==> src/rtl/float_addsub_pipe_if.sv <==
// Operand/result handshake bundle for float_addsub_pipe.
// The master drives operands and out_ready; the slave (the pipe) drives results and in_ready.
interface float_addsub_pipe_if #(
  parameter int unsigned EXP_W  = 8,
  parameter int unsigned MANT_W = 23,
  parameter int unsigned TAG_W  = 4
);
  localparam int unsigned W = 1 + EXP_W + MANT_W;

  logic             in_valid;
  logic             in_ready;
  logic             op_sub;
  logic [W-1:0]     a;
  logic [W-1:0]     b;
  logic [TAG_W-1:0] in_tag;
  logic             out_valid;
  logic             out_ready;
  logic [W-1:0]     out;
  logic [TAG_W-1:0] out_tag;

  modport master (
    output in_valid, op_sub, a, b, in_tag, out_ready,
    input  in_ready, out_valid, out, out_tag
  );

  modport slave (
    input  in_valid, op_sub, a, b, in_tag, out_ready,
    output in_ready, out_valid, out, out_tag
  );
endinterface

==> src/rtl/float_addsub_pipe.sv <==
// Three-stage floating-point adder/subtractor (align, add, normalise) with valid/ready
// back-pressure, round-toward-zero, flush-to-zero and infinity/NaN specials.
module float_addsub_pipe #(
  parameter int unsigned EXP_W  = 8,
  parameter int unsigned MANT_W = 23,
  parameter int unsigned TAG_W  = 4
) (
  input logic                clk,
  input logic                rst,
  float_addsub_pipe_if.slave bus
);
  localparam int unsigned W    = 1 + EXP_W + MANT_W;
  localparam int unsigned MW   = MANT_W + 4;  // hidden + mant + 3 guard
  localparam int unsigned SW   = MANT_W + 5;  // plus carry
  localparam int unsigned LZ_W = $clog2(MW + 1);
  localparam logic [EXP_W-1:0] EXP_ONES = '1;
  localparam logic [W-1:0] NAN = {1'b0, EXP_ONES, 1'b1, {(MANT_W-1){1'b0}}};

  logic out_valid_q;
  logic [W-1:0] out_q;
  logic [TAG_W-1:0] out_tag_q;
  logic stall;

  assign stall         = out_valid_q && !bus.out_ready;
  assign bus.in_ready  = !stall;
  assign bus.out_valid = out_valid_q;
  assign bus.out       = out_q;
  assign bus.out_tag   = out_tag_q;

  // ---------------- S1: unpack, specials, swap, align ----------------
  logic sa, sb;
  logic [EXP_W-1:0] ea, eb;
  logic [MANT_W-1:0] ma, mb;
  logic a_zero, b_zero, a_inf, b_inf, a_ge;

  assign sa = bus.a[W-1];
  assign ea = bus.a[W-2:MANT_W];
  assign ma = bus.a[MANT_W-1:0];
  assign sb = bus.b[W-1] ^ bus.op_sub;
  assign eb = bus.b[W-2:MANT_W];
  assign mb = bus.b[MANT_W-1:0];

  assign a_zero = (ea == '0);
  assign b_zero = (eb == '0);
  assign a_inf  = (ea == EXP_ONES);
  assign b_inf  = (eb == EXP_ONES);
  assign a_ge   = ({ea, ma} >= {eb, mb});

  logic spec_d;
  logic [W-1:0] spec_res_d;

  always_comb begin
    spec_d     = 1'b1;
    spec_res_d = '0;
    if (a_inf && b_inf) begin
      spec_res_d = (sa == sb) ? {sa, EXP_ONES, {MANT_W{1'b0}}} : NAN;
    end else if (a_inf) begin
      spec_res_d = {sa, EXP_ONES, {MANT_W{1'b0}}};
    end else if (b_inf) begin
      spec_res_d = {sb, EXP_ONES, {MANT_W{1'b0}}};
    end else if (a_zero && b_zero) begin
      spec_res_d = '0;
    end else if (a_zero) begin
      spec_res_d = {sb, eb, mb};
    end else if (b_zero) begin
      spec_res_d = bus.a;
    end else begin
      spec_d = 1'b0;
    end
  end

  logic x_sign;
  logic [EXP_W-1:0] x_exp, y_exp, shift;
  logic [MANT_W-1:0] x_mant, y_mant;
  logic [MW-1:0] x_full, y_full, y_al;

  always_comb begin
    if (a_ge) begin
      x_sign = sa;
      x_exp  = ea;
      x_mant = ma;
      y_exp  = eb;
      y_mant = mb;
    end else begin
      x_sign = sb;
      x_exp  = eb;
      x_mant = mb;
      y_exp  = ea;
      y_mant = ma;
    end
    shift  = x_exp - y_exp;
    x_full = {1'b1, x_mant, 3'b000};
    y_full = {1'b1, y_mant, 3'b000};
    y_al   = (32'(shift) >= MW) ? '0 : (y_full >> shift);
  end

  logic s1_valid_q, s1_spec_q, s1_sign_q, s1_sub_q;
  logic [W-1:0] s1_spec_res_q;
  logic [EXP_W-1:0] s1_exp_q;
  logic [MW-1:0] s1_mx_q, s1_my_q;
  logic [TAG_W-1:0] s1_tag_q;

  // ---------------- S2: mantissa add/sub ----------------
  logic [SW-1:0] sum_d;
  assign sum_d = s1_sub_q ? ({1'b0, s1_mx_q} - {1'b0, s1_my_q})
                          : ({1'b0, s1_mx_q} + {1'b0, s1_my_q});

  logic s2_valid_q, s2_spec_q, s2_sign_q;
  logic [W-1:0] s2_spec_res_q;
  logic [EXP_W-1:0] s2_exp_q;
  logic [SW-1:0] s2_sum_q;
  logic [TAG_W-1:0] s2_tag_q;

  // ---------------- S3: normalise, range check, pack ----------------
  logic [LZ_W-1:0] lz;
  logic [MW-1:0] norm;
  logic signed [EXP_W+1:0] exp_ext, lz_ext, exp_r;
  logic [W-1:0] res_d;

  // Last assignment wins, so lz ends up set by the most significant one.
  always_comb begin
    lz = '0;
    for (int i = 0; i < int'(MW); i++) begin
      if (s2_sum_q[i]) lz = LZ_W'(int'(MW) - 1 - i);
    end
  end

  assign exp_ext = $signed({2'b00, s2_exp_q});
  assign lz_ext  = $signed({{(EXP_W + 2 - LZ_W){1'b0}}, lz});

  always_comb begin
    if (s2_sum_q[SW-1]) begin
      norm  = s2_sum_q[SW-1:1];
      exp_r = exp_ext + $signed({{(EXP_W + 1){1'b0}}, 1'b1});
    end else begin
      norm  = s2_sum_q[MW-1:0] << lz;
      exp_r = exp_ext - lz_ext;
    end

    if (s2_spec_q) begin
      res_d = s2_spec_res_q;
    end else if (s2_sum_q == '0) begin
      res_d = '0;
    end else if (exp_r[EXP_W+1] || (exp_r == '0)) begin
      res_d = {s2_sign_q, {(W-1){1'b0}}};
    end else if (exp_r >= $signed({2'b00, EXP_ONES})) begin
      res_d = {s2_sign_q, EXP_ONES, {MANT_W{1'b0}}};
    end else begin
      res_d = {s2_sign_q, exp_r[EXP_W-1:0], norm[MW-2:3]};
    end
  end

  // Hidden bit and guard bits are dropped by truncation.
  logic unused_norm;
  assign unused_norm = ^{norm[MW-1], norm[2:0]};

  always_ff @(posedge clk or negedge rst) begin
    if (!rst) begin
      s1_valid_q    <= 1'b0;
      s1_spec_q     <= 1'b0;
      s1_spec_res_q <= '0;
      s1_sign_q     <= 1'b0;
      s1_sub_q      <= 1'b0;
      s1_exp_q      <= '0;
      s1_mx_q       <= '0;
      s1_my_q       <= '0;
      s1_tag_q      <= '0;
      s2_valid_q    <= 1'b0;
      s2_spec_q     <= 1'b0;
      s2_spec_res_q <= '0;
      s2_sign_q     <= 1'b0;
      s2_exp_q      <= '0;
      s2_sum_q      <= '0;
      s2_tag_q      <= '0;
      out_valid_q   <= 1'b0;
      out_q         <= '0;
      out_tag_q     <= '0;
    end else if (!stall) begin
      s1_valid_q    <= bus.in_valid;
      s1_spec_q     <= spec_d;
      s1_spec_res_q <= spec_res_d;
      s1_sign_q     <= x_sign;
      s1_sub_q      <= sa ^ sb;
      s1_exp_q      <= x_exp;
      s1_mx_q       <= x_full;
      s1_my_q       <= y_al;
      s1_tag_q      <= bus.in_tag;
      s2_valid_q    <= s1_valid_q;
      s2_spec_q     <= s1_spec_q;
      s2_spec_res_q <= s1_spec_res_q;
      s2_sign_q     <= s1_sign_q;
      s2_exp_q      <= s1_exp_q;
      s2_sum_q      <= sum_d;
      s2_tag_q      <= s1_tag_q;
      out_valid_q   <= s2_valid_q;
      out_q         <= res_d;
      out_tag_q     <= s2_tag_q;
    end
  end
endmodule

==> src/flat_wrapper.sv <==
// flat-port wrapper written by rule: the top's interface ports become plain ports
module float_addsub_pipe_flat 
#(
  parameter int unsigned EXP_W  = 8,
  parameter int unsigned MANT_W = 23,
  parameter int unsigned TAG_W  = 4
)
  (clk, rst, bus_in_valid, bus_op_sub, bus_a, bus_b, bus_in_tag, bus_out_ready, bus_in_ready, bus_out_valid, bus_out, bus_out_tag);
  float_addsub_pipe_if #(.EXP_W(EXP_W), .MANT_W(MANT_W), .TAG_W(TAG_W)) bus_i ();
  input logic clk;
  input logic rst;
  input wire logic [$bits(bus_i.in_valid)-1:0] bus_in_valid;
  input wire logic [$bits(bus_i.op_sub)-1:0] bus_op_sub;
  input wire logic [$bits(bus_i.a)-1:0] bus_a;
  input wire logic [$bits(bus_i.b)-1:0] bus_b;
  input wire logic [$bits(bus_i.in_tag)-1:0] bus_in_tag;
  input wire logic [$bits(bus_i.out_ready)-1:0] bus_out_ready;
  output wire logic [$bits(bus_i.in_ready)-1:0] bus_in_ready;
  output wire logic [$bits(bus_i.out_valid)-1:0] bus_out_valid;
  output wire logic [$bits(bus_i.out)-1:0] bus_out;
  output wire logic [$bits(bus_i.out_tag)-1:0] bus_out_tag;
  assign bus_i.in_valid = bus_in_valid;
  assign bus_i.op_sub = bus_op_sub;
  assign bus_i.a = bus_a;
  assign bus_i.b = bus_b;
  assign bus_i.in_tag = bus_in_tag;
  assign bus_i.out_ready = bus_out_ready;
  assign bus_in_ready = bus_i.in_ready;
  assign bus_out_valid = bus_i.out_valid;
  assign bus_out = bus_i.out;
  assign bus_out_tag = bus_i.out_tag;
  float_addsub_pipe #(.EXP_W(EXP_W), .MANT_W(MANT_W), .TAG_W(TAG_W)) u_core (.clk(clk), .rst(rst), .bus(bus_i));
endmodule
==> config.mk <==
export PLATFORM = sky130hd
export DESIGN_NAME = float_addsub_pipe_flat
export DESIGN_NICKNAME = d
export VERILOG_FILES = /design/src/rtl/float_addsub_pipe_if.sv /design/src/rtl/float_addsub_pipe.sv /design/src/flat_wrapper.sv
export SDC_FILE = /design/constraint.sdc
export NUM_CORES = 1
export LEC_CHECK = 0
export BUFFER_PORTS_ARGS = -buffer_cell sky130_fd_sc_hd__buf_2
export CAP_MARGIN = 20
export CORE_ASPECT_RATIO = 0.5
export CORE_MARGIN = 5
export CORE_UTILIZATION = 56
export DETAILED_ROUTE_END_ITERATION = 6
export PLACE_DENSITY_LB_ADDON = 0.2
export SLEW_MARGIN = 20
export SYNTH_ARGS = -nofsm -noshare
export SYNTH_HDL_FRONTEND = slang
export SYNTH_SLANG_ARGS = --single-unit
==> constraint.sdc <==
create_clock -name clk -period 5.1 [get_ports clk]
set_clock_uncertainty 0.1 [all_clocks]
set_input_delay 1.02 -clock clk [delete_from_list [all_inputs] [get_ports clk]]
set_output_delay 1.02 -clock clk [all_outputs]
set_load 0.02 [all_outputs]
==> results of run 1 <==
-- sequential cells by signal, indices dropped and copies added (netlist names) --
signal and flops:
u_core.s2_spec_res_q 32, u_core.s1_exp_q 8, u_core.bus.out_tag 4, u_core.bus.out_valid 1, u_core.s2_sign_q 1, u_core.s1_spec_q 1, u_core.s1_sign_q 1, u_core.s1_tag_q 4
u_core.s1_my_q 27, u_core.s2_exp_q 8, u_core.s2_tag_q 4, u_core.s1_mx_q 24, u_core.s2_sum_q 28, u_core.s1_valid_q 1, u_core.s1_spec_res_q 32, u_core.bus.out 32
u_core.s1_sub_q 1, u_core.s2_spec_q 1, u_core.s2_valid_q 1
-- critical path, delay by kind of cell, from the launching register on --
family / cells / cell delay, ns
flip-flops: 1 / 0.37
AO/OA/AOI/OAI: 7 / 1.56
buffers and inverters: 3 / 0.43
AND/OR/NAND/NOR: 7 / 1.59
adder cells (fa/ha/maj): 2 / 0.60
-- final timing paths --
path                                             from                     to  slack (ns)  cells after the start
worst max-delay path              u_core.s2_sum_q[19]      u_core.bus.out[0]        0.32                     19
worst min-delay path            u_core.bus.out_tag[1]  u_core.bus.out_tag[1]        0.36                      2
worst max register to register    u_core.s2_sum_q[19]      u_core.bus.out[0]        0.32                     19
worst min register to register  u_core.bus.out_tag[1]  u_core.bus.out_tag[1]        0.36                      2
max in group asynchronous                         rst      u_core.bus.out[4]        3.42                      2
min in group asynchronous                         rst     u_core.s1_mx_q[10]        0.37                      1
-- cells in the mapped netlist, drive strengths merged (6+ instances only) --
master  count
nor3       32
nand2b     14
ha         88
xor2       11
o21ai     173
a22oi      25
a31o        8
and2       10
o21a       16
o22ai      27
a211oi     14
o31ai      21
dfrtp     211
buf        38
inv       102
xnor2      27
nor2      141
nand3      41
nand4      14
mux2i      82
a31oi      16
o311ai      9
and3       13
o41ai       6
nand2     355
mux2       21
mux4       34
o21bai      6
or4         6
a221oi     16
o211ai     16
a21oi     143
o221ai     13
nor4       14
a21o       16
clkbuf     94
or3        10
nor2b      12
-- stage by stage --
step	instance area [um2]	util, %
6_report	18540	64.51
3_3_place_gp	17880	62.21
5_1_grt	18540	64.51
3_5_place_dp	17880	62.21
4_1_cts	18530	64.46
2_1_floorplan	16380	-
-- per-layer routing --
layer	part of all wire (%)	wire length, um
met4	2.3	1239
met1	47	25910
met5	0.049	27
met3	11	5971
met2	40	21710
-- cells in the final DEF (no fill, tap or decap), drive strengths merged, types with 21 or more instances in the layout --
master | netlist | final
mux2i | 82 | 82
nand3 | 41 | 41
inv | 102 | 104
nand2 | 355 | 355
xnor2 | 27 | 27
o22ai | 27 | 27
clkbuf | 94 | 26
ha | 88 | 88
a22oi | 25 | 25
mux2 | 21 | 21
dfrtp | 211 | 211
mux4 | 34 | 34
nor3 | 32 | 32
a21oi | 143 | 143
nor2 | 141 | 141
o21ai | 173 | 173
o31ai | 21 | 21
buf | 38 | 246
-- cell type report --
class | instances | area [um2]
Tap cell | 391 | 489.2
Fill cell | 2578 | 10200
Sequential cell | 211 | 5280
Antenna cell | 1 | 2.502
Multi-Input combinational cell | 1510 | 10080
Timing Repair Buffer | 246 | 1644
Clock inverter | 8 | 83.83
Inverter | 104 | 392.9
Clock buffer | 26 | 564.3
-- power groups by stage --
stage / logic [mW] / clock network [mW] / registers [mW]
after floorplan: 3.37 / 0 / 2.55
after global routing: 5.54 / 1.62 / 2.61
after detailed placement: 4.97 / 0 / 2.57
after CTS: 4.99 / 1.55 / 2.54
final: 5.09 / 1.53 / 2.57
after global placement: 4.94 / 0 / 2.56
-- what timing repair did --
| action | 4_1_cts | 5_1_grt |
|---|---|---|
| resized for setup | 0 | 1 |
| setup buffers | 0 | 0 |
| setup endpoints to repair | 0 | 7 |
-- cells by family (layout without fill, tap and decap cells) --
group | count (synthesis) | in the layout | synth area share, %
AO/OA/AOI/OAI | 567 | 567 | 22.31
XOR/XNOR | 38 | 38 | 2.102
adder cells (fa/ha/maj) | 90 | 90 | 7.047
buffers and inverters | 236 | 384 | 5.996
flip-flops | 211 | 211 | 32.61
multiplexers | 137 | 137 | 11.28
other | 0 | 1 | 0
AND/OR/NAND/NOR | 678 | 678 | 18.65
==> results by group, run 1 <==
Run status
  • Outcome: complete, no violations

Pwr
  • Maximum vdd drop: between 0.4 and 0.5 mV
  • Pint: between 4 and 5 mW
  • Sw frac: 45.69%
  • Sequential Power Share: between 20% and 30%
  • Leakage: 8.509 nW
  • Clk pwr share: 16.7%
  • Final Power: 9.184 mW
  • Combinational fraction of design power: 55.4%
  • Power Dens Cells: between 400 and 500 nW/um2
  • Sw Pwr: 4.196 mW

Timing
  • Min Tclk post-route: 4.775 ns
  • Setup violators final: 0
  • Fmax: 209.4 MHz
  • Hold Vio Cnt, Final: 0
  • Slew of the pin with the lowest slew margin: 0.8828 ns
  • Period utilisation layout: 93.63%
  • Setup ws final: 0.3249 ns
  • Setup TNS: 0 ns
  • Final hold slack: 0.3572 ns
  • Slew Limit Fails: 0
  • Slew headroom: 41.15%

Clock tree
  • H-tree depth: 1
  • CTS sink cnt: 211
  • Clk_lat worst skew: 0.53 ns
  • CTS tree: done
  • CTS buffer count: 21
  • CTS Buffer Depth: 3
  • Worst-path clk slew: about 0.070 ns
  • Root Buffer: clkbuf_16
  • # hold bufs at CTS: 0

Synthesis
  • Area leader, netlist: dfrtp_1
  • Synthesized area: 16190 um2
  • Synth area leaders: dfrtp_1 (33%), nand2_1 (8.2%), ha_1 (6.8%)
  • Synth Instances: 1957
  • Syn Nets: between 2000 and 2500
  • EDFF count, synth: 0
  • Yosys top cell area share: 32.61%
  • Top FF cell, synth: dfrtp_1
  • Asr flop ratio synth: 100.0%
  • Synth Register Bits: 211
  • Unique cell type count in the Yosys netlist: 91
  • Sequential share of the synthesized area: 32.61%
  • Post-Syn Area per Cell: 8.274 um2
  • YS warnings: 0

Global route
  • First-pass GRT wire length: 84210 um
  • GR Util All Layers: between 30% and 40%
  • Antenna violations before repair: 4
  • Largest net degree at the start of global routing: 152
  • Met2 global-route usage: 45.65%
  • Number of global-route vias before repair: roughly 14000
  • GR met3 Demand/Resource: 9.859%
  • Busiest grt layer: met1
  • Gr ovfl total: 0
  • Grt met1 use: 50.90%

Placed design
  • DP Worst Slack: -0.04412 ns
  • Gpl congestion: 0.9732
  • Port bufs: 110
  • Hpwl dp: 42070 um
  • Dpl cells: roughly 2500

Setup path
  • Crit path required time: 5.42 ns
  • Critical path data arrival time: 5.10 ns
  • Crit-path slowest cell: or4_1
  • Largest stage delay, worst path: 0.54 ns
  • CP Capture Type: flip-flop
  • CP cell instances: or4_1 > nor2_1 > o21ai_1 > a21o_1 > nand2_2 > inv_2 > ha_1 > fa_1 > nor2b_1 > o21ai_0 > a21boi_0 > o31ai_1 > or4_1 > o41ai_2 > nor2b_2 > buf_4 > a221oi_1 > buf_4 > nor2_1
  • Startpoint type of the worst setup path: flip-flop
  • Critical path class: reg -> reg
  • Critical path peak fanout: 9

Finish
  • Nets: 2257
  • Area growth syn-to-layout: 14.49%
  • Post-route insts no fill: 2497
  • Fraction of layout cells with a size suffix above 1: roughly a fifth

Floorplan
  • Die W: about 250 um
  • Die footprint: 32620 um2
  • Number of I/O pins: 111
  • Core area: 28740 um2
  • Die H: 130.2 um
  • Initial core utilization: between 50 and 60%
  • Site row count: 44

Routing
  • Routed Antenna Nets: 0
  • Via count: 15590
  • DRC: 0
  • Routed vias/inst: ~6.2
  • Final wirelength: 54860 um
  • DRT iter0 DRCs: 1793
  • Pre-Repair DR Iteration Count: 5
  • WL/cell: 21.97 um

Run
  • Max cap viols: 0

Hold path
  • Hold Crit Class: reg -> reg
(Power assumes the default switching activity.)
==> run 2: changes to the inputs <==
--- a/config.mk
+++ b/config.mk
@@ -11,6 +11,7 @@
 export CORE_MARGIN = 5
 export CORE_UTILIZATION = 56
 export DETAILED_ROUTE_END_ITERATION = 6
+export MAX_ROUTING_LAYER = met4
 export PLACE_DENSITY_LB_ADDON = 0.2
 export SLEW_MARGIN = 20
 export SYNTH_ARGS = -nofsm -noshare
==> run 2 against run 1 <==
Clock-buffer cell count rose by 4; core utilization rose by 0.096 points; fmax barely moved; sequential power barely moved; sequential share of layout area barely moved; critical path depth fell by 1; die area did not move; worst setup slack got worse by 0.0017 ns.
==> results by group, run 2 (synthesis results as in run 1) <==
Run status
  • Outcome: complete, no violations

Placed design
  • Hpwl dp: 42010 um (-0.14%)
  • Gpl congestion: 1.013 (+4.0%)
  • DP Worst Slack: -0.04853 ns (-0.004401 ns)
  • Dpl cells: 2454 (-0.32%)
  • Port bufs: 110 (unchanged)
  • Placed Area: 17850 um2 (-0.15%)

Global route
  • Gr ovfl total: 0 (unchanged)
  • GR Util All Layers: 34.21% (+1.2 points)
  • Number of global-route vias before repair: 14520 (+2.5%)
  • First-pass GRT wire length: 85440 um (+1.5%)
  • Largest net degree at the start of global routing: 152 (unchanged)
  • Antenna violations before repair: 6 (+2)

Setup path
  • Delay-heaviest family, CP: compound AO/OA/AOI/OAI gates
  • Crit path required time: 5.41 ns (about the same)
  • CP Buf/Inv Count: 2 (-1)
  • Critical R2R Capture: u_core.bus.out[7]
  • Critical path peak fanout: 15 (+6)
  • Startpoint type of the worst setup path: flip-flop
  • Critical path class: reg -> reg
  • Worst r2r path cells: 18 (-1)
  • Largest stage delay, worst path: 0.56 ns (+0.02 ns)
  • CP Capture Type: flip-flop
  • Crit path launch: u_core.s2_sum_q[3]
  • Critical path data arrival time: 5.09 ns (about the same)
  • RR Startpoint: u_core.s2_sum_q[3]
  • Reg2Reg Setup Slack: 0.32 ns (about the same)
  • CP cell instances: or4_1 > a211oi_1 > o21ai_0 > and2_1 > inv_2 > ha_1 > nor2b_1 > o21ai_0 > a21boi_1 > o41ai_1 > xor2_1 > and4_1 > a31oi_2 > nor2b_1 > buf_12 > and2_1 > o21a_1 > a221o_1
  • Crit-path slowest cell: or4_1

Finish
  • Fin area: 18570 um2 (+0.15%)
  • Fraction of layout cells with a size suffix above 1: 18.61% (-0.25 points)
  • Commonest non-fill, non-tap cell in the layout: nand2_1
  • Post-route insts no fill: 2497 (unchanged)
  • Final Util: 64.60% (+0.096 points)
  • Nets: 2249 (-0.35%)
  • Commonest non-fill, non-tap cells in the layout: nand2_1 (351), dfrtp_1 (211), o21ai_0 (168)
  • FILL cells: 2586 (+0.31%)
  • Area growth syn-to-layout: 14.66%

Clock tree
  • CTS Buffer Depth: 3 (unchanged)
  • H-tree depth: 1 (unchanged)
  • CTS tree: done
  • CTS sink cnt: 211 (unchanged)
  • Root Buffer: clkbuf_16
  • # hold bufs at CTS: 0 (unchanged)
  • Clk_lat worst skew: 0.53 ns (about the same)
  • CTS buffer count: 21 (unchanged)
  • Worst-path clk slew: 0.07 ns (about the same)

Pwr
  • Leakage: 8.504 nW (about the same)
  • Maximum vdd drop: 0.3733 mV (-7.2%)
  • Final Power: 9.248 mW (+0.70%)
  • Power Dens Cells: 498.1 nW/um2 (+0.55%)

Timing
  • Slew of the pin with the lowest slew margin: 0.8659 ns (-0.01685 ns)
  • Slew headroom: 42.15% (+1.0 points)
  • Slew Limit Fails: 0 (unchanged)
  • Setup ws final: 0.3232 ns (-0.001678 ns)
  • Final hold slack: 0.3667 ns (+0.009464 ns)
  • Setup TNS: 0 ns (unchanged)
  • Setup violators final: 0 (unchanged)
  • RSZ-0062 raised after global routing: false
  • Period utilisation layout: 93.66% (about the same)
  • Fmax: 209.3 MHz (about the same)
  • Hold Vio Cnt, Final: 0 (unchanged)
  • Min Tclk post-route: 4.777 ns (+0.001678 ns)

Routing
  • Routed Antenna Nets: 0 (unchanged)
  • DRC: 0 (unchanged)
  • Pre-Repair DR Iteration Count: 5 (unchanged)
  • Via count: 15660 (+0.48%)
  • DRT iter0 DRCs: 1963 (+9.5%)
  • Final wirelength: 55110 um (+0.46%)
  • Routed vias/inst: 6.273 (+0.48%)
  • WL/cell: 22.07 um (+0.46%)

Floorplan
  • Die H: 130.2 um (unchanged)
  • Initial core utilization: 56.34% (unchanged)
  • Die W: 250.5 um (unchanged)
  • Core area: 28740 um2 (unchanged)
  • Die footprint: 32620 um2 (unchanged)
  • Site row count: 44 (unchanged)
  • Number of I/O pins: 111 (unchanged)

Hold path
  • Hold Crit Class: reg -> reg
  • Worst Hold Path Cells: 2 (unchanged)
  • WHS Endpoint: u_core.s2_spec_res_q[16]
  • Hold_sp: u_core.s1_spec_res_q[16]

Run
  • Max cap viols: 0 (unchanged)
-- run 2: worst max path at each step --
| stage | endpoint | slack [ns] | cells after the start |
|---|---|---|---|
| 2_1_floorplan | u_core.s1_my_q[2] | -0.24 | 23 |
| 3_3_place_gp | u_core.s1_my_q[9] | -0.009 | 19 |
| 3_5_place_dp | u_core.s1_my_q[9] | -0.05 | 19 |
| 4_1_cts | u_core.bus.out[7] | 0.25 | 17 |
| 5_1_grt | u_core.bus.out[7] | 0.001 | 17 |
| 6_report | u_core.bus.out[7] | 0.32 | 18 |
-- run 2: timing repair --
item                                    in CTS  in global routing
endpoints found under the setup margin       0                 13
resized for setup                            0                  4
setup buffers                                0                  0
-- run 2: final cells by class --
type	count	area (um2)	area share, %
clock inverter	8	101.3	0.5459
clock buffer	30	589.3	3.174
inverter	104	392.9	2.116
multi-input combinational	1510	10090	54.35
antenna	5	12.51	0.06739
timing repair buffer	238	1609	8.667
tap	391	489.2	2.635
sequential	211	5280	28.44
-- run 2: where the power goes --
part	internal, mW	total, mW	switching (mW)
clock	0.911	1.61	0.695
combinational	2.04	5.07	3.03
sequential	2.10	2.57	0.471
-- run 2: per-layer routing --
layer	part of all wire [%]	track usage (%)	vias to the layer above
met5	0	-	-
met4	1.8	6.605	0
met3	11	9.460	77
met2	40	45.96	782
met1	47	51.58	7520
li1	-	-	7285
-- run 2: worst min-delay path, stage by stage, from the launching register on --
cell	delay [ns]
dfrtp_1	0.34
nand2_1	0.05
nand2_1	0.05
==> run 3: changes to the inputs <==
--- a/config.mk
+++ b/config.mk
@@ -9,7 +9,8 @@
 export CAP_MARGIN = 20
 export CORE_ASPECT_RATIO = 0.5
 export CORE_MARGIN = 5
-export CORE_UTILIZATION = 56
+export CORE_UTILIZATION = 63
+export CTS_BUF_LIST = sky130_fd_sc_hd__clkbuf_2 sky130_fd_sc_hd__clkbuf_4 sky130_fd_sc_hd__clkbuf_8
 export DETAILED_ROUTE_END_ITERATION = 6
 export MAX_ROUTING_LAYER = met4
 export PLACE_DENSITY_LB_ADDON = 0.2
==> constraint.sdc (replaced) <==
create_clock -name clk -period 4.85 [get_ports clk]
set_clock_uncertainty 0.1 [all_clocks]
set_input_delay 0.97 -clock clk [delete_from_list [all_inputs] [get_ports clk]]
set_output_delay 0.97 -clock clk [all_outputs]
set_load 0.02 [all_outputs]
==> run 3 against run 2 <==
Sequential share of layout area is 0.60 points lower; register-to-register slack worse by 0.07 ns; critical path depth unchanged; largest power group unchanged; highest routed layer unchanged; core utilization rose by 11 points.
==> results by group, run 3 (synthesis results as in run 1) <==
Clock tree
  • CTS tree: done
  • Worst-path clk slew: 0.07 ns (about the same)
  • CTS sink cnt: 211 (unchanged)
  • Root Buffer: clkbuf_8
  • CTS Buffer Depth: 3 (unchanged)
  • CTS buffer count: 29 (+38%)
  • H-tree depth: 1 (unchanged)
  • Post-CTS setup repair buffer count: 0 (unchanged)
  • Clk_lat worst skew: 0.60 ns (+0.07 ns)

Pwr
  • Maximum vdd drop: 0.4535 mV (+21%)
  • Leakage: 8.855 nW (+4.1%)
  • Pint: 5.310 mW (+5.2%)
  • Sequential Power Share: 27.7% (about the same)
  • Sw Pwr: 4.476 mW (+6.6%)
  • Sw frac: 45.74% (+0.32 points)
  • Clk pwr share: 16.5% (-0.9 points)
  • Combinational fraction of design power: 55.8% (+0.9 points)
  • Power Dens Cells: 516.0 nW/um2 (+3.6%)

Setup path
  • Crit path required time: 5.23 ns (-0.18 ns)
  • Worst setup endpoint: u_core.bus.out[7]
  • Critical R2R Capture: u_core.bus.out[7]
  • Worst r2r path cells: 18 (unchanged)
  • CP most frequent cell: or4_1
  • RR Startpoint: u_core.s2_sum_q[19]
  • Largest stage delay, worst path: 0.59 ns (+0.03 ns)
  • Delay-heaviest family, CP: simple AND/OR/NAND/NOR gates
  • Critical path class: reg -> reg
  • CP Buf/Inv Count: 1 (-1)
  • Total stage count of the critical path: 18 (unchanged)
  • Crit path launch: u_core.s2_sum_q[19]
  • Reg2Reg Setup Slack: 0.25 ns (-0.07 ns)
  • CP Capture Type: flip-flop
  • Critical path data arrival time: 4.98 ns (-0.11 ns)
  • CP cell instances: or4_1 > nor2_1 > o21ai_1 > a21o_1 > nand2_2 > inv_2 > ha_1 > fa_1 > nor2b_1 > o21ai_0 > a21boi_1 > o31ai_1 > or4_1 > o41ai_4 > nor2b_2 > and2_1 > o21a_1 > a221o_1
  • Critical path peak fanout: 4 (-11)
  • Crit-path slowest cell: or4_1
  • Startpoint type of the worst setup path: flip-flop

Placed design
  • Hpwl dp: 42610 um (+1.4%)
  • Gpl congestion: 1.043 (+3.0%)
  • Port bufs: 110 (unchanged)
  • Dpl cells: 2475 (+0.86%)

Timing
  • Period utilisation layout: 94.87% (+1.2 points)
  • RSZ-0062 raised after global routing: false
  • Fmax: 217.3 MHz (+3.8%)
  • Hold Vio Cnt, Final: 0 (unchanged)
  • Slew headroom: 34.04% (-8.1 points)
  • Setup TNS: 0 ns (unchanged)
  • Min Tclk post-route: 4.601 ns (-0.1758 ns)
  • Slew Limit Fails: 0 (unchanged)
  • Setup violators final: 0 (unchanged)
  • Slew of the pin with the lowest slew margin: 0.9894 ns (+0.1235 ns)

Global route
  • GR Util All Layers: 38.39% (+4.2 points)
  • Number of global-route vias before repair: 15060 (+3.8%)
  • Gr ovfl total: 0 (unchanged)
  • Antenna violations before repair: 3 (-3)
  • First-pass GRT wire length: 86000 um (+0.66%)
  • GR met3 Demand/Resource: 10.47% (+1.0 points)
  • Grt met1 use: 55.44% (+3.9 points)
  • Met2 global-route usage: 54.58% (+8.6 points)
  • Busiest grt layer: met1
  • Largest net degree at the start of global routing: 184 (+21%)

Finish
  • Post-route insts no fill: 2530 (+1.3%)
  • Commonest non-fill, non-tap cells in the layout: nand2_1 (351), dfrtp_1 (211), buf_4 (193)
  • FILL cells: 1943 (-25%)
  • Nets: 2325 (+3.4%)
  • Reg area: 5280 um2 (unchanged)
  • Fraction of layout cells with a size suffix above 1: 22.02% (+3.4 points)
  • Area occupied by multi-input gates: 10100 um2 (+0.14%)
  • Commonest non-fill, non-tap cell in the layout: nand2_1
  • Area growth syn-to-layout: 17.12%

Routing
  • DRT iter0 DRCs: 2238 (+14%)
  • Routed Antenna Nets: 0 (unchanged)
  • WL/cell: 21.89 um (-0.82%)
  • Final wirelength: 55380 um (+0.49%)
  • DRC: 0 (unchanged)
  • Via count: 16380 (+4.6%)
  • Routed vias/inst: 6.476 (+3.2%)
  • Pre-Repair DR Iteration Count: 6 (+1)

Floorplan
  • Die W: 236.7 um (-5.5%)
  • Site row count: 41 (-6.8%)
  • Die H: 123.4 um (-5.3%)
  • Core area: 25240 um2 (-12%)
  • Die footprint: 29200 um2 (-10%)
  • Number of I/O pins: 111 (unchanged)
  • Initial core utilization: 64.15% (+7.8 points)

Run
  • Max cap viols: 0 (unchanged)

Run status
  • Outcome: complete, no violations

Hold path
  • Hold Crit Class: in -> async
run 3: power groups by stage:
stage          logic, mW  registers (mW)  clock network (mW)
2_1_floorplan       3.56            2.68                   0
3_3_place_gp        5.26            2.69                   0
3_5_place_dp        5.32            2.71                   0
4_1_cts             5.35            2.69                1.61
5_1_grt             5.92            2.77                1.70
6_report            5.46            2.71                1.61
run 3: area by class of cell:
cell class / instances / area share [%]
inverter: 104 / 2.072
clock inverter: 8 / 0.6598
sequential: 211 / 27.84
timing repair buffer: 306 / 10.91
antenna: 2 / 0.02639
clock buffer: 45 / 2.936
tap: 344 / 2.270
multi-input combinational: 1510 / 53.28
run 3: worst min-delay path by stage:
stage	startpoint	to	slack [ns]	cells past startpoint
after CTS	rst	u_core.s1_mx_q[17]	0.21	1
after detailed placement	u_core.bus.out_tag[0]	u_core.bus.out_tag[0]	0.35	2
after global routing	rst	u_core.s1_mx_q[9]	0.22	1
after global placement	u_core.s2_spec_res_q[7]	u_core.s2_spec_res_q[7]	0.34	2
after floorplan	u_core.s2_valid_q	u_core.s2_valid_q	0.33	2
final	rst	u_core.s1_mx_q[16]	0.19	1
run 3: layer usage:
layer | part of all wire [%] | wire length (um) | vias up
li1 | - | - | 7429
met3 | 14 | 7509 | 126
met2 | 41 | 22860 | 981
met4 | 2.7 | 1517 | 0
met5 | 0 | 0 | -
met1 | 42 | 23490 | 7848
run 3: repair_timing:
action | in CTS | in global routing
endpoints found under the setup margin | 0 | 16
resized for setup | 0 | 4
hold buffers | 0 | 0
run 3: per-stage QoR:
| step | total power [mW] | hold WS (ns) | setup slack, ns | util (%) | instance area (um2) |
|---|---|---|---|---|---|
| after detailed placement | 8.032 | 0.3500 | -0.2789 | 72.38 | 18270 |
| after floorplan | 6.239 | 0.3300 | -0.4442 | - | 16410 |
| final | 9.785 | 0.1882 | 0.2490 | 75.14 | 18960 |
| after CTS | 9.643 | 0.2084 | 0.1709 | 75.08 | 18950 |
| after global placement | 7.955 | 0.3431 | -0.2568 | 72.35 | 18260 |
| after global routing | 10.39 | 0.2188 | 0.003786 | 75.14 | 18960 |
run 3: worst reg2reg max path: cells and delay by family (launching register included):
kind,cells,cell delay [ns]
DFF,1,0.39
AOI/OAI and AO/OA,8,1.54
buffers and inverters,1,0.05
adders and majority gates,2,0.63
and+or+nand+nor,7,1.78
